===== config.mk =====
export PLATFORM = sky130hd
export DESIGN_NAME = lsu_mem_stage
export DESIGN_NICKNAME = d
export VERILOG_FILES = /design/src/rtl/lsu_mem_stage.sv
export SDC_FILE = /design/constraint.sdc
export NUM_CORES = 1
export LEC_CHECK = 0
export BUFFER_PORTS_ARGS = -buffer_cell sky130_fd_sc_hd__buf_4
export CAP_MARGIN = 20
export CORE_MARGIN = 2
export CORE_UTILIZATION = 51
export DETAILED_ROUTE_END_ITERATION = 10
export PLACE_DENSITY = 0.94
export SKIP_CTS_REPAIR_TIMING = 1
export SLEW_MARGIN = 15
export SYNTH_ARGS = -nofsm -noshare
export SYNTH_HDL_FRONTEND = slang
export SYNTH_SLANG_ARGS = --single-unit

===== constraint.sdc =====
create_clock -name clk -period 3.4 [get_ports clk]
set_input_delay 0.68 -clock clk [delete_from_list [all_inputs] [get_ports clk]]
set_output_delay 0.68 -clock clk [all_outputs]
set_load 0.01 [all_outputs]

===== src/rtl/lsu_mem_stage.sv =====
// rtl/lsu_mem_stage.sv - RV32I memory stage: req/ack data bus master with store lane alignment and load extension.
// Optional bus timeout abort is enabled by defining LSU_TIMEOUT_EN.
module lsu_mem_stage #(
  parameter int TIMEOUT_CYCLES = 255
) (
  input  logic        clk,
  input  logic        rst,
  input  logic [31:0] ALU_ResultM,
  input  logic [31:0] WriteDataM,
  input  logic [2:0]  funct3M,
  input  logic        MemReadM,
  input  logic        MemWriteM,
  output logic        mem_req,
  output logic        mem_we,
  output logic [31:0] mem_addr,
  output logic [31:0] mem_wdata,
  output logic [3:0]  mem_wstrb,
  input  logic [31:0] mem_rdata,
  input  logic        mem_ack,
  output logic [31:0] ReadData,
  output logic        StallM,
  output logic        MisalignM,
  output logic        BusErrM
);

  typedef enum logic [1:0] {IDLE, BUSY, DONE} state_t;

  state_t      state, state_nx;
  logic        op, is_store, sz_byte, sz_half, misaligned, issue, tmo;
  logic [1:0]  off, off_q;
  logic [2:0]  f3_q;
  logic        load_q;
  logic [31:0] wdata_fmt, rdata_fmt;
  logic [3:0]  wstrb_fmt;
  logic [7:0]  lane_b;
  logic [15:0] lane_h;

  // A store wins when both request lines are set; size decode differs between loads and stores.
  assign op       = MemReadM | MemWriteM;
  assign is_store = MemWriteM;
  assign off      = ALU_ResultM[1:0];
  assign sz_byte  = is_store ? (funct3M == 3'b000) : (funct3M[1:0] == 2'b00);
  assign sz_half  = is_store ? (funct3M == 3'b001) : (funct3M[1:0] == 2'b01);

  assign misaligned = (sz_half & off[0]) | (~sz_byte & ~sz_half & (off != 2'b00));
  assign MisalignM  = (state == IDLE) & op & misaligned;
  assign issue      = (state == IDLE) & op & ~misaligned;
  assign StallM     = issue | (state == BUSY);

  always_comb begin
    wdata_fmt = WriteDataM;
    wstrb_fmt = 4'b1111;
    if (!is_store) begin
      wdata_fmt = '0;
      wstrb_fmt = '0;
    end else if (sz_byte) begin
      wdata_fmt = {4{WriteDataM[7:0]}};
      wstrb_fmt = 4'b0001 << off;
    end else if (sz_half) begin
      wdata_fmt = {2{WriteDataM[15:0]}};
      wstrb_fmt = 4'b0011 << {off[1], 1'b0};
    end
  end

  // Lane selection uses the offset captured at issue, not the live M-stage address.
  always_comb begin
    case (off_q)
      2'd1:    lane_b = mem_rdata[15:8];
      2'd2:    lane_b = mem_rdata[23:16];
      2'd3:    lane_b = mem_rdata[31:24];
      default: lane_b = mem_rdata[7:0];
    endcase
    lane_h = off_q[1] ? mem_rdata[31:16] : mem_rdata[15:0];
    case (f3_q)
      3'b000:  rdata_fmt = {{24{lane_b[7]}}, lane_b};
      3'b100:  rdata_fmt = {24'b0, lane_b};
      3'b001:  rdata_fmt = {{16{lane_h[15]}}, lane_h};
      3'b101:  rdata_fmt = {16'b0, lane_h};
      default: rdata_fmt = mem_rdata;
    endcase
  end

`ifdef LSU_TIMEOUT_EN
  localparam int CW = $clog2(TIMEOUT_CYCLES + 1);
  logic [CW-1:0] tmo_cnt;
  logic          bus_err_q;

  // Fires on the last allowed BUSY cycle; a simultaneous ack takes priority.
  assign tmo     = (state == BUSY) & ~mem_ack & (tmo_cnt == CW'(TIMEOUT_CYCLES - 1));
  assign BusErrM = bus_err_q;

  always_ff @(posedge clk) begin
    if (rst) begin
      tmo_cnt   <= '0;
      bus_err_q <= 1'b0;
    end else begin
      bus_err_q <= tmo;
      if (issue)
        tmo_cnt <= '0;
      else if ((state == BUSY) && !mem_ack)
        tmo_cnt <= tmo_cnt + CW'(1);
    end
  end
`else
  logic unused_cfg;
  assign unused_cfg = (TIMEOUT_CYCLES == 0);
  assign tmo        = 1'b0;
  assign BusErrM    = 1'b0;
`endif

  always_comb begin
    state_nx = state;
    case (state)
      IDLE:    if (issue) state_nx = BUSY;
      BUSY:    if (mem_ack || tmo) state_nx = DONE;
      DONE:    state_nx = IDLE;
      default: state_nx = IDLE;
    endcase
  end

  always_ff @(posedge clk) begin
    if (rst) begin
      state     <= IDLE;
      mem_req   <= 1'b0;
      mem_we    <= 1'b0;
      mem_addr  <= '0;
      mem_wdata <= '0;
      mem_wstrb <= '0;
      ReadData  <= '0;
      off_q     <= '0;
      f3_q      <= '0;
      load_q    <= 1'b0;
    end else begin
      state <= state_nx;
      case (state)
        IDLE: begin
          if (MisalignM) begin
            ReadData <= '0;
          end else if (issue) begin
            mem_req   <= 1'b1;
            mem_we    <= is_store;
            mem_addr  <= {ALU_ResultM[31:2], 2'b00};
            mem_wdata <= wdata_fmt;
            mem_wstrb <= wstrb_fmt;
            off_q     <= off;
            f3_q      <= funct3M;
            load_q    <= ~is_store;
          end
        end
        BUSY: begin
          if (mem_ack) begin
            mem_req <= 1'b0;
            if (load_q) ReadData <= rdata_fmt;
          end else if (tmo) begin
            mem_req  <= 1'b0;
            ReadData <= '0;
          end
        end
        default: ;
      endcase
    end
  end

endmodule


* Word-level counts from Yosys, hierarchy flattened
Index checks and enable logic that the tools add are counted.
Storage, ports and cells: word-level logic and storage cells 72, register bits after elaboration 108, output and inout port bits 105, input bits 104
Operators by class: equal/unequal tests 14, bitwise operators 14, shifts and indexed selects 2, mux-type cells 22, reduce and logical (&&, ||, !) cells 10
Operators with widths (number):
- 32-bit 2-to-1 mux | 6
- 32-bit case mux with 4 select lines | 1
- 32-bit case mux with 2 select lines | 1
- 8-bit case mux with 3 select lines | 1
- 16-bit 2-to-1 mux | 1
- 4-bit 2-to-1 mux | 3
- 2-bit inequality test (second input constant) | 5
- 4-bit AND reduction | 2
- 1-bit bitwise AND | 6
- 2-bit by 1-bit equality test with 1-bit output (second input constant) | 3
- 3-bit by 1-bit equality test with 1-bit output (second input constant) | 2
- 3-bit equality test (second input constant) | 2
- 3-bit logical NOT | 2
- 1-bit 2-to-1 mux | 5
- 1-bit NOT | 5
- 2-bit equality test (second input constant) | 2
- 2-bit logical NOT | 2
- 2-bit 2-to-1 mux | 2
- 2-bit case mux with 2 select lines | 1
- 2-bit nonzero test | 2
- 1-bit by 2-bit left shift with 4-bit output (first input constant) | 1
- 2-bit by 2-bit left shift with 4-bit output (first input constant) | 1
- 1-bit OR | 3
- 3-bit AND reduction | 1
- 2 further kinds | 2

* Logic depth before layout (Yosys ltp)
depth after elaboration 11, depth in mapped cells 8, depth with buffers taken out 5

* Worst setup path before layout
No wires, ideal clock.
path kind input to output, from input port ALU_ResultM[0], to output port StallM, required time 2720 ps, arrival 1829 ps, stages on the path 7, path buffers 3, slack 891 ps, cell sequence buf_2 > nor2_2 > o21ai_2 > or3_1 > buf_2 > buf_2 > nand2_1
On the way: word-level cells in the longest chain between the ends 6
RTL lines:
- start: declaration | line 8 | input logic [31:0] ALU_ResultM,
- 2-bit nonzero test | line 45 | assign misaligned = (sz_half & off[0]) | (~sz_byte & ~sz_half & (off != 2'b00));
- 1-bit bitwise AND | line 45
- 1-bit OR (*) | line 45
- 1-bit NOT (*) | line 47 | assign issue = (state == IDLE) & op & ~misaligned;
- 1-bit bitwise AND (*) | line 47
- 1-bit OR (*) | line 48 | assign StallM = issue | (state == BUSY);
- end: declaration | line 21 | output logic StallM,
Mark *: on every way between the ends. The rest lies on a longest branch, timed or not.

* Worst setup path after layout
from input port MemWriteM, to output port StallM
On the way: word-level cells in the longest chain between the ends 8
RTL lines:
- start: declaration | line 12 | input logic MemWriteM,
- 1-bit 2-to-1 mux, on equally long branches | line 42, 43
- 1-bit NOT | line 45
- 1-bit bitwise AND (2 in series) | line 45
- 1-bit OR | line 45
- 1-bit NOT | line 47
- 1-bit bitwise AND (*) | line 47
- 1-bit OR (*) | line 48
Marks and branches as above.

==> results.py <==
metrics = {
    "clock_tree": {
        "root_buffer_selected_by_cts": "clkbuf_8",
        "sink_count_of_the_clock_tree": 108,
        "numCtsBuffers": 9,
        "htree_levels": 3,
        "path_clk_slew_ns": 0.11,
        "clockBufferDepth": 2,
        "cts_tree": "done",
        "worst_skew_pair.late_latency_ns": 0.37,
    },
    "setup_path": {
        "timing.reg2reg.setup_slack_ns": 1.15,
        "worst_setup_path_start_kind": "primary input",
        "cp_data_arrival_time_ns": 1.94,
        "critical_path_required_ns": 2.72,
        "cp_top_family": "simple AND/OR/NAND/NOR gates",
        "timing.critical_path.to": "StallM",
        "critical_path.cell_chain": "buf_4 -> a21oi_4 -> o21ai_2 -> or3_2 -> nand2_1 -> buf_4",
        "crit_fanout": 15,
        "worst_r2r_path_depth": 5,
        "cp_slowest_cell": "or3_2",
        "timing.rr.end": "ReadData[8]",
        "timing.critical_path.buf_inv": 2,
        "timing.critical_path.from": "MemWriteM",
        "critical_path_depth": 6,
        "rr_startpoint": "off_q[1]",
        "crit_path_frequent_cell": "buf_4",
        "crit_path_max_incr_delay_ns": 0.44,
        "critPathCaptureType": "primary output",
        "worstSetupPathType": "in2out",
    },
    "route": {
        "via_per_inst": 5.74,
        "via_count": 4839,
        "wl_mm": 14.2,
        "routed_wire_length_per_instance_um": 16.8,
        "final_antenna_net_count": 0,
        "drt_pass_1_iters": 5,
        "drc_violations_left": 0,
        "drt_first_iter_violations": 265,
    },
    "placement": {
        "portBuffers": 205,
        "dp_hpwl_mm": 10.3,
        "dp.cells": 826,
        "routabilityCongestion": 0.925,
        "post_dp_cell_area_sq_um": 6210,
    },
    "floorplan": {
        "die_area_sq_um": 9960,
        "floorplan.die.width_um": 99.8,
        "initial_core_util": 0.532,
        "num_rows": 34,
        "core_region_area_sq_um": 8810,
        "floorplan.io_pins": 209,
        "die_height_um": 99.8,
    },
    "sta": {
        "least_margin_pin_slew_ns": 0.832,
        "setup-tns-final_ns": 0,
        "setup_viol_count_final": 0,
        "period_minus_slack_ns": 2.62,
        "timing_hold_violations_final": 0,
        "post-route-period-util": 0.771,
        "timing.final.max_slew_violations": 0,
        "max-slew-margin-rel": 0.445,
        "clock.fmax_mhz": 382,
        "worst_clock_skew_ns": 0.0123,
        "grt_setup_unrepaired": "false",
        "hold_slack_ns": 0.460,
    },
    "power_and_ir_drop": {
        "power_leakage_uw": 0.00281,
        "worst_ir_drop_vdd_v": 0.000308,
        "power-per-cell-area_nw_per_um2": 425,
    },
    "finish": {
        "layout_commonest_cell": "buf_4",
        "final_layout_size_suffix_gt1_frac": 0.350,
        "final_design_area_no_fill_sq_um": 6400,
        "insertedDiodeCount": 0,
        "layout.cells.most_common_list": "buf_4, dfxtp_1, nand2_1",
        "final_non_filler_cell_total": 843,
        "num-fill-cells": 628,
        "area_growth_syn_to_layout_pct": 36.7,
        "design.final.nets": 834,
    },
    "global_route": {
        "largest_net_degree_at_the_start_of_global_routing": 79,
        "wire_length_of_the_first_global_routing_pass_mm": 21.8,
        "grt_use_met3": 0.0912,
        "global_route.peak_usage_layer": "met2",
        "grtUsageTotal": 0.271,
        "grt.met1_usage": 0.329,
        "initial_antenna_violation_count": 0,
        "first_global_vias": 4503,
        "total_global_routing_overflow": 0,
        "grt_util_met2": 0.446,
    },
    "yosys": {
        "syn_area_sq_um": 4680,
        "synthesis.yosys.warnings": 0,
        "synth.top_cells.by_area": "dfxtp_1, a21oi_1, nand2_1, nor2_1, o2bb2ai_2",
        "yosysTopAreaCellShare": 0.462,
        "postSynthRegisterBits": 108,
        "post_synth_inst_count": 548,
        "synthDominantAreaCellType": "dfxtp_1",
        "netlist-cell-type-count": 46,
        "synth-seq-area-share": 0.462,
        "average_instance_area_after_synthesis_sq_um": 8.54,
    },
    "outcome": {
        "run_status": "finished, final reports clean",
    },
    "min_path": {
        "path_type_of_the_worst_min_delay_path": "reg2reg",
    },
    "run": {
        "maxCapViolCount": 0,
    },
}
==> stage by stage <==
stage / total power [uW] / utilization / setup WS (ns)
floorplan: 1720 / - / 0.891
global placement: 1980 / 0.706 / 0.814
detailed placement: 2000 / 0.706 / 0.783
CTS: 2730 / 0.726 / 0.784
global route: 2850 / 0.727 / 0.699
finish: 2720 / 0.727 / 0.779
==> how the worst min path moves through the flow <==
stage | start | end | slack (ns) | depth (start not counted)
3_3_place_gp | mem_wstrb[1] | mem_wstrb[1] | 0.44 | 2
4_1_cts | mem_addr[16] | mem_addr[16] | 0.46 | 2
6_report | mem_addr[16] | mem_addr[16] | 0.46 | 2
3_5_place_dp | mem_addr[16] | mem_addr[16] | 0.45 | 2
5_1_grt | ReadData[19] | ReadData[19] | 0.49 | 1
2_1_floorplan | off_q[0] | off_q[0] | 0.46 | 2
==> state kept, by name, indices dropped and copies added (netlist names) <==
signal / flops
mem_req: 1
mem_addr: 30
mem_wdata: 32
state: 2
mem_we: 1
off_q: 2
load_q: 1
ReadData: 32
mem_wstrb: 4
f3_q: 3
==> area by class of cell <==
type | instances | area (sq um) | share of cell area
clock inverter | 7 | 57.6 | 0.00899
clock buffer | 9 | 124 | 0.0193
inverter | 2 | 7.51 | 0.00117
multi-input combinational | 397 | 2320 | 0.363
tap | 108 | 135 | 0.0211
timing repair buffer | 212 | 1590 | 0.249
sequential | 108 | 2160 | 0.338
==> where the power goes <==
| group | leakage (uW) | total [uW] | switching, uW | internal, uW |
|---|---|---|---|---|
| sequential | 0.000879 | 1380 | 46.9 | 1330 |
| combinational | 0.00184 | 600 | 326 | 274 |
| clock | 0.0000881 | 739 | 462 | 277 |
==> cells by family after synthesis <==
family | count (synthesis) | share of synthesized area
AND/OR/NAND/NOR | 196 | 0.177
buffers and inverters | 45 | 0.0449
multiplexers | 21 | 0.0500
AO/OA/AOI/OAI | 174 | 0.259
flip-flops | 108 | 0.462
XOR/XNOR | 3 | 0.00561
other | 1 | 0.000801
==> routing by layer <==
metal,vias up,routed length (um)
met1,2277,5640
li1,2286,-
met4,0,418
met5,-,0
met3,38,1280
met2,238,6860
==> tightest hold or removal path, stage by stage (launching register included) <==
cell and delay (ns):
dfxtp_1 0.32, nand2_1 0.05, a21oi_1 0.05
==> synth_stat cells (all sizes together) <==
cell	count
a22o	5
conb	1
or2	2
and2	1
or3	4
nor2	62
nand2b	7
nor3	8
a32oi	1
a32o	3
nand2	101
xor2	2
nand3	4
xnor2	1
o221ai	2
a221oi	5
o21ai	3
o2111ai	3
a21boi	1
a22oi	17
buf	20
a31oi	4
a21o	4
a21oi	89
a211oi	12
mux2	9
a2111o	1
clkbuf	23
nor2b	7
dfxtp	108
o2bb2ai	24
inv	2
mux4	1
mux2i	11
Power figures use the tool's default switching activity.
